`config.mk`:
```
export PLATFORM = sky130hd
export DESIGN_NAME = req_mem_arb
export DESIGN_NICKNAME = d
export VERILOG_FILES = /design/src/rtl/req_mem_arb.sv
export SDC_FILE = /design/constraint.sdc
export NUM_CORES = 1
export LEC_CHECK = 0
export ABC_AREA = 1
export BUFFER_PORTS_ARGS = -buffer_cell sky130_fd_sc_hd__buf_2
export CAP_MARGIN = 20
export CORE_AREA = 2 2 129 131
export CTS_BUF_LIST = sky130_fd_sc_hd__clkbuf_16
export DETAILED_ROUTE_END_ITERATION = 12
export DIE_AREA = 0 0 131 133
export SYNTH_ARGS = -nofsm -noshare
export SYNTH_HDL_FRONTEND = slang
export SYNTH_SLANG_ARGS = --single-unit
```
`constraint.sdc`:
```
create_clock -name clk -period 2.45 [get_ports clk]
set_clock_uncertainty 0.2 [all_clocks]
set_input_delay 0.3675 -clock clk [delete_from_list [all_inputs] [get_ports clk]]
set_output_delay 0.3675 -clock clk [all_outputs]
set_load 0.05 [all_outputs]
```
`src/rtl/req_mem_arb.sv`:
```
// Two-master (CPU, VGA) to one-slave burst arbiter: grants a whole burst per
// arbitration round with round-robin on ties, then routes that burst's beats.
module req_mem_arb #(
    parameter int LW = 3
) (
    input  logic          clk,
    input  logic          rst,

    input  logic          cpu_req_valid,
    output logic          cpu_req_ready,
    input  logic [LW-1:0] cpu_req_len,
    input  logic [3:0]    cpu_req_mask,
    input  logic [31:0]   cpu_req_addr,
    input  logic          cpu_req_we,
    input  logic          cpu_req_wrap,
    input  logic          cpu_write_valid,
    input  logic [31:0]   cpu_write_data,
    output logic          cpu_read_valid,
    output logic [31:0]   cpu_read_data,
    input  logic          cpu_read_ack,

    input  logic          vga_req_valid,
    output logic          vga_req_ready,
    input  logic [LW-1:0] vga_req_len,
    input  logic [3:0]    vga_req_mask,
    input  logic [31:0]   vga_req_addr,
    input  logic          vga_req_we,
    input  logic          vga_req_wrap,
    input  logic          vga_write_valid,
    input  logic [31:0]   vga_write_data,
    output logic          vga_read_valid,
    output logic [31:0]   vga_read_data,
    input  logic          vga_read_ack,

    output logic          mem_req_valid,
    input  logic          mem_req_ready,
    output logic [LW-1:0] mem_req_len,
    output logic [3:0]    mem_req_mask,
    output logic [31:0]   mem_req_addr,
    output logic          mem_req_we,
    output logic          mem_req_wrap,
    output logic          mem_write_valid,
    output logic [31:0]   mem_write_data,
    input  logic          mem_read_valid,
    input  logic [31:0]   mem_read_data,
    output logic          mem_read_ack
);

    typedef enum logic [1:0] {IDLE, REQ, WDATA, RDATA} state_t;

    localparam logic OWN_CPU = 1'b0;
    localparam logic OWN_VGA = 1'b1;

    state_t        state_q, state_d;
    logic [LW-1:0] cnt_q, cnt_d;
    logic          owner_q, owner_d;
    logic          last_q, last_d;
    logic [LW-1:0] len_q, len_d;
    logic [3:0]    mask_q, mask_d;
    logic [31:0]   addr_q, addr_d;
    logic          we_q, we_d;
    logic          wrap_q, wrap_d;

    logic          pick;
    logic          wrBeat;
    logic          rdBeat;

    always_ff @(posedge clk or negedge rst) begin
        if (!rst) begin
            state_q <= IDLE;
            cnt_q   <= '0;
            owner_q <= OWN_CPU;
            last_q  <= OWN_VGA;
            len_q   <= '0;
            mask_q  <= '0;
            addr_q  <= '0;
            we_q    <= 1'b0;
            wrap_q  <= 1'b0;
        end else begin
            state_q <= state_d;
            cnt_q   <= cnt_d;
            owner_q <= owner_d;
            last_q  <= last_d;
            len_q   <= len_d;
            mask_q  <= mask_d;
            addr_q  <= addr_d;
            we_q    <= we_d;
            wrap_q  <= wrap_d;
        end
    end

    // On a tie the master that did not win last time goes next.
    always_comb begin
        pick = OWN_CPU;
        if (cpu_req_valid && vga_req_valid) begin
            pick = ~last_q;
        end else if (vga_req_valid) begin
            pick = OWN_VGA;
        end
    end

    always_comb begin
        state_d = state_q;
        cnt_d   = cnt_q;
        owner_d = owner_q;
        last_d  = last_q;
        len_d   = len_q;
        mask_d  = mask_q;
        addr_d  = addr_q;
        we_d    = we_q;
        wrap_d  = wrap_q;
        case (state_q)
            IDLE: begin
                if (cpu_req_valid || vga_req_valid) begin
                    owner_d = pick;
                    last_d  = pick;
                    state_d = REQ;
                    if (pick == OWN_VGA) begin
                        len_d  = vga_req_len;
                        mask_d = vga_req_mask;
                        addr_d = vga_req_addr;
                        we_d   = vga_req_we;
                        wrap_d = vga_req_wrap;
                    end else begin
                        len_d  = cpu_req_len;
                        mask_d = cpu_req_mask;
                        addr_d = cpu_req_addr;
                        we_d   = cpu_req_we;
                        wrap_d = cpu_req_wrap;
                    end
                end
            end
            REQ: begin
                if (mem_req_ready) begin
                    cnt_d   = len_q;
                    state_d = we_q ? WDATA : RDATA;
                end
            end
            WDATA: begin
                if (wrBeat) begin
                    if (cnt_q == '0) begin
                        state_d = IDLE;
                    end else begin
                        cnt_d = cnt_q - LW'(1);
                    end
                end
            end
            RDATA: begin
                if (rdBeat) begin
                    if (cnt_q == '0) begin
                        state_d = IDLE;
                    end else begin
                        cnt_d = cnt_q - LW'(1);
                    end
                end
            end
            default: state_d = IDLE;
        endcase
    end

    // Beat routing is purely combinational so the owner sees the slave with no added latency.
    always_comb begin
        mem_req_valid   = 1'b0;
        cpu_req_ready   = 1'b0;
        vga_req_ready   = 1'b0;
        mem_write_valid = 1'b0;
        mem_write_data  = '0;
        mem_read_ack    = 1'b0;
        cpu_read_valid  = 1'b0;
        cpu_read_data   = '0;
        vga_read_valid  = 1'b0;
        vga_read_data   = '0;
        case (state_q)
            REQ: begin
                mem_req_valid = 1'b1;
                cpu_req_ready = (owner_q == OWN_CPU) && mem_req_ready;
                vga_req_ready = (owner_q == OWN_VGA) && mem_req_ready;
            end
            WDATA: begin
                mem_write_valid = (owner_q == OWN_VGA) ? vga_write_valid : cpu_write_valid;
                mem_write_data  = (owner_q == OWN_VGA) ? vga_write_data  : cpu_write_data;
            end
            RDATA: begin
                mem_read_ack = (owner_q == OWN_VGA) ? vga_read_ack : cpu_read_ack;
                if (owner_q == OWN_VGA) begin
                    vga_read_valid = mem_read_valid;
                    vga_read_data  = mem_read_data;
                end else begin
                    cpu_read_valid = mem_read_valid;
                    cpu_read_data  = mem_read_data;
                end
            end
            default: ;
        endcase
    end

    assign wrBeat = mem_write_valid;
    assign rdBeat = mem_read_valid && mem_read_ack;

    assign mem_req_len  = len_q;
    assign mem_req_mask = mask_q;
    assign mem_req_addr = addr_q;
    assign mem_req_we   = we_q;
    assign mem_req_wrap = wrap_q;

endmodule

```
[Yosys cells after proc, flatten, opt, wreduce, memory -nomap -nowiden]
Index checks and enable logic that the tools add are counted.
Storage, ports and cells
  bits in read-only memories: 0
  input port bits: 188
  logic and storage cells: 66
  output and inout port bits: 144
  bits in registers: 48
  bits in latches: 0
  memory bits (writable): 0
  memories kept: 0
Cells by class
  $lt $le $gt $ge: 0
  bitwise gates (word level): 2
  div/mod/pow operators: 0
  shift operators: 0
  add/subtract/negate cells: 1
  eq/ne operators: 7
  reductions and logical operators: 11
  multiplexer cells: 36
  multiply operators: 0
Operators with widths (count)
  $mux 32: 7
  $mux 1: 16
  $mux 3: 5
  $mux 2: 5
  $pmux 3 s3: 1
  $ne 2x2->1 const B: 4
  $pmux 2 s4: 1
  $reduce_and 4->1: 2
  $eq 2x2->1 const B: 2
  $logic_and 1x1->1: 4
  $mux 4: 1
  $logic_not 3->1: 1
  $reduce_bool 3->1: 1
  $sub 3x1->3 const B: 1
  $eq 2x1->1 const B: 1
  $logic_not 2->1: 1
  $not 1->1: 2
  $reduce_and 2->1: 1
  $logic_or 1x1->1: 1

[Logic depth before layout (Yosys ltp)]
Gate-level depths: netlist of run 1.
  depth after elaboration: 5
  depth in mapped cells: 9
  gate-level depth less buffers: 9

[Least setup slack after synthesis of run 1]
Ideal clock, no wire load.
  path kind: reg2out
  from: register state_q[0]
  to: output cpu_req_ready
  buffers on the path: 0
  arrival: 1853 ps
  path slack: 30 ps
  stages on the path, launching flop included: 5
  cells stage by stage: dfrtp_1 inv_1 nor2_2 nand2_1 nor2_1
On the way
  word-level cells in the longest chain between the ends: 2
RTL lines
  start: declaration: RTL line 54  | state_t state_q, state_d;
  start signal: assignment: RTL line 80  | state_q <= state_d;
  $eq 2x1->1: RTL line 173  | case (state_q)
  $mux 1: RTL line 173
  end: declaration: RTL line 10  | output logic cpu_req_ready,
No other way between the ends.

[Final worst setup path of run 1]
  from: register state_q[0]
  to: output mem_write_data[23]
On the way
  word-level cells in the longest chain between the ends: 2
RTL lines
  $eq 2x2->1: RTL line 173
  $mux 32: RTL line 173
  end: declaration: RTL line 43  | output logic [31:0] mem_write_data,
No other way between the ends.

==> impl_summary.txt, run 1 <==
----------------------------------------------------
[Power and ir drop]
  IR Drop Worst-Case VDD ... 658 uV
  Static Leak ... 3.15 nW
  Power after layout ... 0.00690 W
  Power Dens Cells ... 1280 mW/mm2

[Floorplan]
  Initial Util ... 0.198
  I/O pin total ... 332
  Die height ... 133 um
  Die area ... 0.0174 mm2
  Core Box Area ... 0.0162 mm2
  X dimension of the die ... 131 um
  Standard-cell rows ... 47

[Global route]
  Number of global-route vias before repair ... 3,787
  Number of antenna violations at the first check in global routing ... 1
  Largest net degree at the start of global routing ... 85
  GRT Total Usage ... 0.146
  Global-route wire length before repair ... 19,800 um
  Total congestion overflow ... 0

[Worst setup path]
  Critical R2R Launch ... owner_q$_DFFE_PN0P_
  Worst reg2reg endpoint ... cnt_q[0]$_DFFE_PN0P_
  Slowest stage cell, crit path ... sky130_fd_sc_hd__dfrtp_1
  Number of cells on the worst reg-to-reg path ... 9
  Type of element capturing the critical path ... output port
  Arrival time reported for the critical path endpoint ... 1.75 ns
  WS Path Type ... flop to output port
  Chain of cells forming the critical path ... nor2_1 -> inv_1 -> buf_4 -> a21oi_1 -> buf_2
  Worst-path maximum fanout ... 33
  Required arrival time at the worst endpoint ... 1.88 ns
  Critical path launch point type ... flop
  R2R Setup Slk ... 0.67 ns
  Delay of the slowest cell on the worst path ... 0.47 ns

[Logic synthesis]
  Netlist cell types ... 23
  Synthesis warning total ... 0
  Commonest cells in the netlist ... 178 x sky130_fd_sc_hd__nand2_1, 114 x sky130_fd_sc_hd__nor2_1, 47 x sky130_fd_sc_hd__dfrtp_1
  Syn Area/Cell ... 6.24 um2
  Sequential element share of the synthesized area ... 0.376
  Dominant register cell in the synthesized netlist ... sky130_fd_sc_hd__dfrtp_1
  Net count after synthesis ... 703
  Synth top area cells ... sky130_fd_sc_hd__dfrtp_1 37%, sky130_fd_sc_hd__nand2_1 21%, sky130_fd_sc_hd__nor2_1 13%
  Synth Cell Area ... 0.00320 mm2
  Number of enable flip-flop cells after synthesis ... 0
  Number of flip-flops and latches in the synthesized netlist ... 48
  Count of mapped cells out of synthesis ... 513
  Proportion of netlist area held by the largest area contributor ... 0.367
  Share of synthesized flip-flops with an asynchronous set or reset ... 1.00
  Area leader, netlist ... sky130_fd_sc_hd__dfrtp_1
  Most frequent cell after synthesis ... sky130_fd_sc_hd__nand2_1

[STA]
  Max-slew violation count ... 0
  Fmax ... 431 MHz
  # setup viols final ... 0
  Final Hold Slack ... -0.0164 ns
  Tcrit/Tclk final ... 0.947
  Slew @ Worst Pin ... 0.643 ns
  Setup tns final ... 0 ns
  RSZ-0062 raised after global routing ... false
  Max-slew headroom ... 0.571
  Final critical path time including I/O delays and setup ... 2.32 ns
  Number of endpoints with negative hold slack in the final report ... 26

[Detailed routing]
  Wire length after detailed routing ... 13,900 um
  Post-detailed-route wirelength per cell ... 13.3 um
  DRC violations left ... 0
  Remaining antenna violation count after routing ... 0
  Number of detailed-routing iterations run before antenna repair ... 4
  Routed vias/inst ... 4.15
  Initial DRC count ... 142
  Routed via count ... 4,356

[Finish]
  Final core utilization ... 0.334
  Final-stage net count ... 1,017
  Area added between synthesis and finish ... 68.7%
  Share of post-route cells with drive strength above 1 ... 0.428
  Number of inserted filler cells in the final layout ... 1,822

[Clock network]
  CTS tree ... built
  Clock root buffer ... sky130_fd_sc_hd__clkbuf_16
  Number of buffers added by the clock tree synthesis step ... 5
  # clock sinks ... 48
  Largest buffer count on any clock path ... 2
  Clock transition at the registers of the reported paths ... 0.07 ns
  CTS H-tree lvls ... 2
  CTS resizes ... 0
  Post-CTS setup repair buffer count ... 0
  Post-CTS Hold Buffers ... 0
  Clock latency on the worst-skew pair ... 0.29 ns

[Worst hold path]
  Classification of the worst-slack hold path ... input port to async pin

[Place]
  DP HPWL ... 11,200 um
  Global placer's final weighted congestion ... 0.806
  Count of input and output buffers ... 331

[Job]
  Maximum Capacitance Violations ... 0

[Run status]
  Violated checks ... negative hold slack
  Outcome ... complete, but fails checks

----------------------------------------------------
## through the flow
stage | std cells | setup slack [ns] | cell area, um2
floorplan | 513 | 0.0298 | 3200
global route | 1048 | 0.0118 | 5400
global placement | 1040 | 0.383 | 5260
finish | 1049 | 0.129 | 5400
detailed placement | 1040 | 0.447 | 5260
CTS | 1048 | 0.116 | 5400
## sequential cells by signal (all words and copies together), names as in the netlist, 2 cells and up
name,flops
mem_req_addr,32
mem_req_mask,4
cnt_q,3
mem_req_len,3
state_q,2
## critical path, delay by kind of cell (launching register included)
family | cells | cell delay, ns
buffers and inverters | 3 | 0.59
AND/OR/NAND/NOR | 1 | 0.18
flip-flops | 1 | 0.47
AO/OA/AOI/OAI | 1 | 0.23
## layout make-up
class | count | area (um2) | share of cell area
flip-flops and latches | 48 | 1200 | 0.223
inverters | 44 | 166 | 0.0308
clock buffers | 5 | 125 | 0.0232
clock inverters | 3 | 15.0 | 0.00278
diodes | 1 | 2.50 | 0.000463
well taps | 220 | 275 | 0.0510
multi-input cells | 387 | 1660 | 0.308
repair buffers | 341 | 1950 | 0.361
## worst max path at each step
stage / from / endpoint / slack (ns) / cells past startpoint
after CTS: state_q[0]$_DFFE_PN0P_ / mem_write_data[23] / 0.12 / 5
after global routing: state_q[0]$_DFFE_PN0P_ / vga_read_data[9] / 0.01 / 6
after floorplan: state_q[0]$_DFFE_PN0P_ / cpu_req_ready / 0.03 / 4
after detailed placement: state_q[0]$_DFFE_PN0P_ / mem_write_data[23] / 0.45 / 5
final: state_q[0]$_DFFE_PN0P_ / mem_write_data[23] / 0.13 / 5
after global placement: owner_q$_DFFE_PN0P_ / mem_read_ack / 0.38 / 5
## layout by cell type, fill, tap and decap left out, types with 2 or more instances in the layout
master,synthesis,routed
sky130_fd_sc_hd__buf_2,19,318
sky130_fd_sc_hd__nand2_1,178,178
sky130_fd_sc_hd__nor2_1,114,114
sky130_fd_sc_hd__dfrtp_1,47,47
sky130_fd_sc_hd__inv_1,41,42
sky130_fd_sc_hd__a31oi_1,41,41
sky130_fd_sc_hd__a21oi_1,34,34
sky130_fd_sc_hd__buf_12,0,15
sky130_fd_sc_hd__buf_4,3,8
sky130_fd_sc_hd__o21ai_0,6,6
sky130_fd_sc_hd__clkbuf_16,0,5
sky130_fd_sc_hd__nand4_1,4,4
sky130_fd_sc_hd__nor3_1,2,2
sky130_fd_sc_hd__clkinv_1,1,2
sky130_fd_sc_hd__nand3_1,2,2
sky130_fd_sc_hd__ha_1,2,2
## kinds of logic after synthesis
| logic type | Yosys count | synth area share |
|---|---|---|
| DFF | 48 | 0.376 |
| adders and majority gates | 2 | 0.00782 |
| and+or+nand+nor | 304 | 0.369 |
| AOI/OAI and AO/OA | 81 | 0.143 |
| buffers and inverters | 78 | 0.105 |
## metal layers
metal	part of all wire	up-vias	global-route usage
met4	0.018	0	0.0420
met3	0.088	14	0.0328
li1	-	2234	-
met5	0	-	0
met2	0.50	216	0.267
met1	0.40	1892	0.168
## report_power, final
group          total [W]  switching, W  leakage [nW]  internal (W)
logic            0.00478       0.00362          2.54       0.00116
registers        0.00145      0.000247         0.543       0.00121
clock network   0.000667      0.000296        0.0687      0.000372
Note: power is estimated with default switching activity, not from simulation.
==> run 2: changes to the inputs <==
==> config.mk (replaced) <==
export PLATFORM = sky130hd
export DESIGN_NAME = req_mem_arb
export DESIGN_NICKNAME = d
export VERILOG_FILES = /design/src/rtl/req_mem_arb.sv
export SDC_FILE = /design/constraint.sdc
export NUM_CORES = 1
export LEC_CHECK = 0
export ABC_AREA = 1
export CAP_MARGIN = 20
export CORE_AREA = 2 2 127 129
export CTS_BUF_LIST = sky130_fd_sc_hd__clkbuf_16
export DETAILED_ROUTE_END_ITERATION = 12
export DIE_AREA = 0 0 129 131
export DONT_BUFFER_PORTS = 1
export SYNTH_ARGS = -nofsm -noshare
export SYNTH_HDL_FRONTEND = slang
export SYNTH_SLANG_ARGS = --single-unit
==> impl_summary.txt, run 2 (same netlist as run 1, synthesis figures left out) <==
----------------------------------------------------
[Floorplan]
  X dimension of the die ... 129 um
  Standard-cell rows ... 46
  Die area ... 0.0169 mm2
  Core Box Area ... 0.0156 mm2
  Initial Util ... 0.205
  Die height ... 131 um
  I/O pin total ... 332

[Finish]
  Final-stage net count ... 790
  Leading cell type in the layout, fill and taps excluded ... sky130_fd_sc_hd__nand2_1
  Area added between synthesis and finish ... 36.7%
  Final antenna diode count ... 0
  Largest register FFs ... 32
  Share of post-route cells with drive strength above 1 ... 0.220
  Number of inserted filler cells in the final layout ... 1,718
  Most frequent cells in the layout ... 178 x sky130_fd_sc_hd__nand2_1, 111 x sky130_fd_sc_hd__nor2_1, 108 x sky130_fd_sc_hd__buf_4
  Final core utilization ... 0.281

[STA]
  Final critical path time including I/O delays and setup ... 2.26 ns
  Max-slew headroom ... 0.586
  Fmax ... 442 MHz
  Slew @ Worst Pin ... 0.620 ns
  Tcrit/Tclk final ... 0.924
  Final worst setup slack ... 0.185 ns
  Max-slew violation count ... 0
  Number of endpoints with negative hold slack in the final report ... 0
  RSZ-0062 raised after global routing ... false
  # setup viols final ... 0
  Setup tns final ... 0 ns

[Detailed routing]
  DRC violations left ... 0
  Routed via count ... 3,584
  Post-detailed-route wirelength per cell ... 15.6 um
  Remaining antenna violation count after routing ... 0
  Initial DRC count ... 126
  Routed vias/inst ... 4.39
  Wire length after detailed routing ... 12,800 um
  Number of detailed-routing iterations run before antenna repair ... 5

[Clock network]
  CTS H-tree lvls ... 2
  Clock transition at the registers of the reported paths ... 0.07 ns
  Clock root buffer ... sky130_fd_sc_hd__clkbuf_16
  Largest buffer count on any clock path ... 2
  # clock sinks ... 48
  Number of buffers added by the clock tree synthesis step ... 5
  CTS tree ... built
  Post-CTS setup repair buffer count ... 0
  Clock latency on the worst-skew pair ... 0.29 ns

[Worst hold path]
  Classification of the worst-slack hold path ... input port to flop
  Hold wc startpoint ... vga_req_mask[0]
  Endpoint of the worst hold path ... mem_req_mask[0]$_DFFE_PN0P_
  Hold Path Cell Cnt ... 2

[Place]
  Pre-CTS worst setup slack ... 0.251 ns
  Count of input and output buffers ... 0
  Global placer's final weighted congestion ... 0.801
  DP HPWL ... 10,500 um

[Worst setup path]
  WS Path Type ... flop to output port
  Worst reg2reg endpoint ... state_q[0]$_DFFE_PN0P_
  Critical path launch point type ... flop
  Type of element capturing the critical path ... output port
  Worst-path maximum fanout ... 37
  R2R Setup Slk ... 0.69 ns
  Arrival time reported for the critical path endpoint ... 1.70 ns
  Number of cells on the worst reg-to-reg path ... 9
  Timing startpoint of the critical path ... owner_q$_DFFE_PN0P_
  Required arrival time at the worst endpoint ... 1.88 ns
  Critical R2R Launch ... owner_q$_DFFE_PN0P_

[Global route]
  Number of antenna violations at the first check in global routing ... 0
  GRT Total Usage ... 0.132
  Number of global-route vias before repair ... 2,946
  Total congestion overflow ... 0
  Global-route wire length before repair ... 16,700 um
  Largest net degree at the start of global routing ... 85

[Power and ir drop]
  Power after layout ... 0.00660 W
  Share of power burned in registers ... 0.415
  Net switching power ... 0.00409 W
  Power Dens Cells ... 1510 mW/mm2
  Fraction of power spent switching nets ... 0.620
  Clock group share of total power ... 0.101
  IR Drop Worst-Case VDD ... 640 uV
  Combinational power share ... 0.484
  Static Leak ... 2.25 nW
  Internal power component ... 0.00251 W

[Run status]
  Outcome ... finished clean

[Job]
  Maximum Capacitance Violations ... 0

----------------------------------------------------
==> run 2: worst max path at each step <==
| stage | endpoint | cells after the start | slack (ns) |
|---|---|---|---|
| 2_1_floorplan | cpu_req_ready | 4 | 0.03 |
| 3_3_place_gp | vga_read_data[7] | 5 | 0.22 |
| 3_5_place_dp | vga_read_data[4] | 5 | 0.25 |
| 4_1_cts | vga_read_data[4] | 6 | 0.08 |
| 5_1_grt | vga_read_data[4] | 5 | 0.04 |
| 6_report | vga_read_data[10] | 5 | 0.19 |
==> run 2: through the flow <==
stage | hold slack, ns | cell area (um2) | cells
after global placement | -0.127 | 4180 | 807
after CTS | 0.0160 | 4370 | 817
final | 0.0243 | 4380 | 817
after global routing | 0.0213 | 4380 | 817
after floorplan | -0.128 | 3200 | 513
after detailed placement | -0.127 | 4180 | 807
==> run 2: critical path, cell delays in order, from the launching register on <==
cell and delay, ns:
sky130_fd_sc_hd__dfrtp_1 0.38, sky130_fd_sc_hd__buf_6 0.26, sky130_fd_sc_hd__nand2_1 0.14, sky130_fd_sc_hd__buf_12 0.18
sky130_fd_sc_hd__nor2_2 0.19, sky130_fd_sc_hd__buf_4 0.24
==> run 2: layout make-up <==
type | count | area, um2 | area share
Multi-Input combinational cell | 387 | 1670 | 0.383
Sequential cell | 48 | 1200 | 0.275
Timing Repair Buffer | 114 | 920 | 0.210
Tap cell | 216 | 270 | 0.0618
Inverter | 44 | 166 | 0.0380
Clock buffer | 5 | 125 | 0.0286
Clock inverter | 3 | 16.3 | 0.00372
==> run 2: power groups by stage <==
stage	sequential, W	clock, W	combinational (W)
after detailed placement	0.00276	0	0.00319
final	0.00274	0.000668	0.00319
after global placement	0.00277	0	0.00315
after floorplan	0.00263	0	0.00244
after CTS	0.00275	0.000696	0.00322
after global routing	0.00279	0.000727	0.00353
==> run 2: timing repair <==
| item | CTS | global route |
|---|---|---|
| gates resized for setup | 4 | 1 |
| hold endpoints to repair | 48 | 0 |
| endpoints found under the setup margin | 3 | 1 |
| hold buffers | 2 | 0 |
| pin swaps | 0 | 0 |
==> run 2: layer usage <==
metal  track usage  share of wire
met5             0              0
met1         0.160           0.41
met4        0.0307         0.0089
met2         0.234           0.49
met3        0.0366          0.090
==> run 3: changes to the inputs <==
==> constraint.sdc (replaced) <==
create_clock -name clk -period 2.45 [get_ports clk]
set_clock_uncertainty 0.2 [all_clocks]
set_input_delay 0.3675 -clock clk [delete_from_list [all_inputs] [get_ports clk]]
set_output_delay 0.3675 -clock clk [all_outputs]
set_load 0.1 [all_outputs]
==> impl_summary.txt, run 3 (same netlist as run 1, synthesis figures left out) <==
----------------------------------------------------
[Finish]
  Final-stage net count ... 833
  Share of post-route cells with drive strength above 1 ... 0.424
  Leading cell type in the layout, fill and taps excluded ... sky130_fd_sc_hd__nand2_1
  Largest register FFs ... 32
  Storage cell area ... 0.00120 mm2
  Area added between synthesis and finish ... 96.6%
  Post-Layout Cell Count ... 861
  Most frequent cells in the layout ... 176 x sky130_fd_sc_hd__nand2_1, 105 x sky130_fd_sc_hd__buf_12, 67 x sky130_fd_sc_hd__nor2_2
  Layout Cell Area excl Fill ... 0.00629 mm2
  Number of inserted filler cells in the final layout ... 1,535
  Area of the multi-input gates ... 0.00199 mm2

[Place]
  DP HPWL ... 11,700 um
  Pre-CTS worst setup slack ... 0.364 ns
  DP Area ... 0.00610 mm2
  Placed instance count ... 850
  Global placer's final weighted congestion ... 0.815
  Count of input and output buffers ... 0

[Global route]
  GRT Total Usage ... 0.152
  Global-route wire length before repair ... 19,400 um
  Total congestion overflow ... 0
  Number of global-route vias before repair ... 3,442
  Largest net degree at the start of global routing ... 85
  Number of antenna violations at the first check in global routing ... 1

[Worst setup path]
  Number of cells on the worst reg-to-reg path ... 9
  R2R Setup Slk ... 0.69 ns
  WS Path Type ... flop to output port
  Arrival time reported for the critical path endpoint ... 1.78 ns
  Critical R2R Launch ... owner_q$_DFFE_PN0P_
  Timing startpoint of the critical path ... owner_q$_DFFE_PN0P_
  Type of element capturing the critical path ... output port
  CP endpoint ... cpu_read_data[21]
  Worst reg2reg endpoint ... cnt_q[2]$_DFFE_PN0P_
  Required arrival time at the worst endpoint ... 1.88 ns
  Critical path launch point type ... flop
  Worst-path maximum fanout ... 35

[STA]
  Max-slew headroom ... 0.716
  Final critical path time including I/O delays and setup ... 2.34 ns
  Fmax ... 427 MHz
  Final Hold Slack ... 0.0288 ns
  Setup tns final ... 0 ns
  Slew @ Worst Pin ... 0.426 ns
  RSZ-0062 raised after global routing ... false
  Max-slew violation count ... 0
  Final worst setup slack ... 0.107 ns
  # setup viols final ... 0
  Tcrit/Tclk final ... 0.956
  Number of endpoints with negative hold slack in the final report ... 0

[Clock network]
  Number of buffers added by the clock tree synthesis step ... 5
  Clock latency on the worst-skew pair ... 0.28 ns
  # clock sinks ... 48
  Clock root buffer ... sky130_fd_sc_hd__clkbuf_16
  CTS tree ... built
  Clock transition at the registers of the reported paths ... 0.06 ns
  Largest buffer count on any clock path ... 2
  CTS H-tree lvls ... 2

[Floorplan]
  Die area ... 0.0169 mm2
  X dimension of the die ... 129 um
  Die height ... 131 um
  Initial Util ... 0.205
  I/O pin total ... 332
  Core Box Area ... 0.0156 mm2
  Standard-cell rows ... 46

[Run status]
  Outcome ... finished clean

[Detailed routing]
  Routed vias/inst ... 4.46
  Routed via count ... 3,837
  Post-detailed-route wirelength per cell ... 16.2 um
  Wire length after detailed routing ... 13,900 um
  Number of detailed-routing iterations run before antenna repair ... 4
  Remaining antenna violation count after routing ... 0
  DRC violations left ... 0
  Initial DRC count ... 135

[Power and ir drop]
  IR Drop Worst-Case VDD ... 825 uV
  Power Dens Cells ... 1670 mW/mm2
  Static Leak ... 2.72 nW

[Worst hold path]
  Classification of the worst-slack hold path ... input port to flop
  Hold wc startpoint ... vga_req_addr[15]

[Job]
  Maximum Capacitance Violations ... 0

----------------------------------------------------
-- run 3: changes by cell type in the layout (fill, tap and decap cells not counted), sizes merged --
cell | previous run | this run
diode | 0 | 1
buf | 113 | 156
-- run 3: report_power, final --
part           internal, W  leakage [nW]  total, W  switching, W
Combinational      0.00209          2.11   0.00848       0.00639
Clock             0.000371        0.0687  0.000657      0.000286
Sequential         0.00120         0.543   0.00135      0.000145
-- run 3: layout make-up --
| cell class | instances | share of cell area |
|---|---|---|
| Antenna cell | 1 | 0.000398 |
| Clock buffer | 5 | 0.0199 |
| Clock inverter | 3 | 0.00239 |
| Inverter | 44 | 0.0264 |
| Multi-Input combinational cell | 387 | 0.316 |
| Sequential cell | 48 | 0.191 |
| Tap cell | 216 | 0.0429 |
| Timing Repair Buffer | 157 | 0.401 |
-- run 3: how the worst min path moves through the flow --
| stage | end | slack, ns | depth (start not counted) |
|---|---|---|---|
| 5_1_grt | mem_req_addr[13]$_DFFE_PN0P_ | 0.02 | 2 |
| 6_report | mem_req_addr[15]$_DFFE_PN0P_ | 0.03 | 2 |
| 3_3_place_gp | mem_req_addr[22]$_DFFE_PN0P_ | -0.13 | 0 |
| 2_1_floorplan | cnt_q[0]$_DFFE_PN0P_ | -0.13 | 0 |
| 3_5_place_dp | mem_req_addr[21]$_DFFE_PN0P_ | -0.13 | 0 |
| 4_1_cts | mem_req_addr[4]$_DFFE_PN0P_ | 0.02 | 2 |
-- run 3: what timing repair did --
action,in CTS,in global routing
setup endpoints to repair,0,35
hold buffers,2,0
setup buffers,0,0
gates resized for setup,0,3
hold endpoints to repair,48,0
-- run 3: through the flow --
step,total power [W],utilization
floorplan,0.00744,-
global placement,0.00976,0.391
detailed placement,0.00984,0.391
CTS,0.0105,0.402
global route,0.0110,0.403
finish,0.0105,0.403
-- run 3: critical path: stages, from the launching register on --
cell                      delay [ns]
sky130_fd_sc_hd__dfrtp_1        0.47
sky130_fd_sc_hd__inv_2          0.15
sky130_fd_sc_hd__buf_12         0.20
sky130_fd_sc_hd__nand2_2        0.09
sky130_fd_sc_hd__buf_12         0.18
sky130_fd_sc_hd__nor2_2         0.16
sky130_fd_sc_hd__buf_12         0.19
-- run 3: layer usage --
metal | global-route usage | part of all wire | vias to the layer above
met3 | 0.0472 | 0.092 | 21
met4 | 0.0543 | 0.023 | 0
met2 | 0.272 | 0.51 | 227
met5 | 0 | 0 | -
met1 | 0.171 | 0.38 | 1719
li1 | - | - | 1870
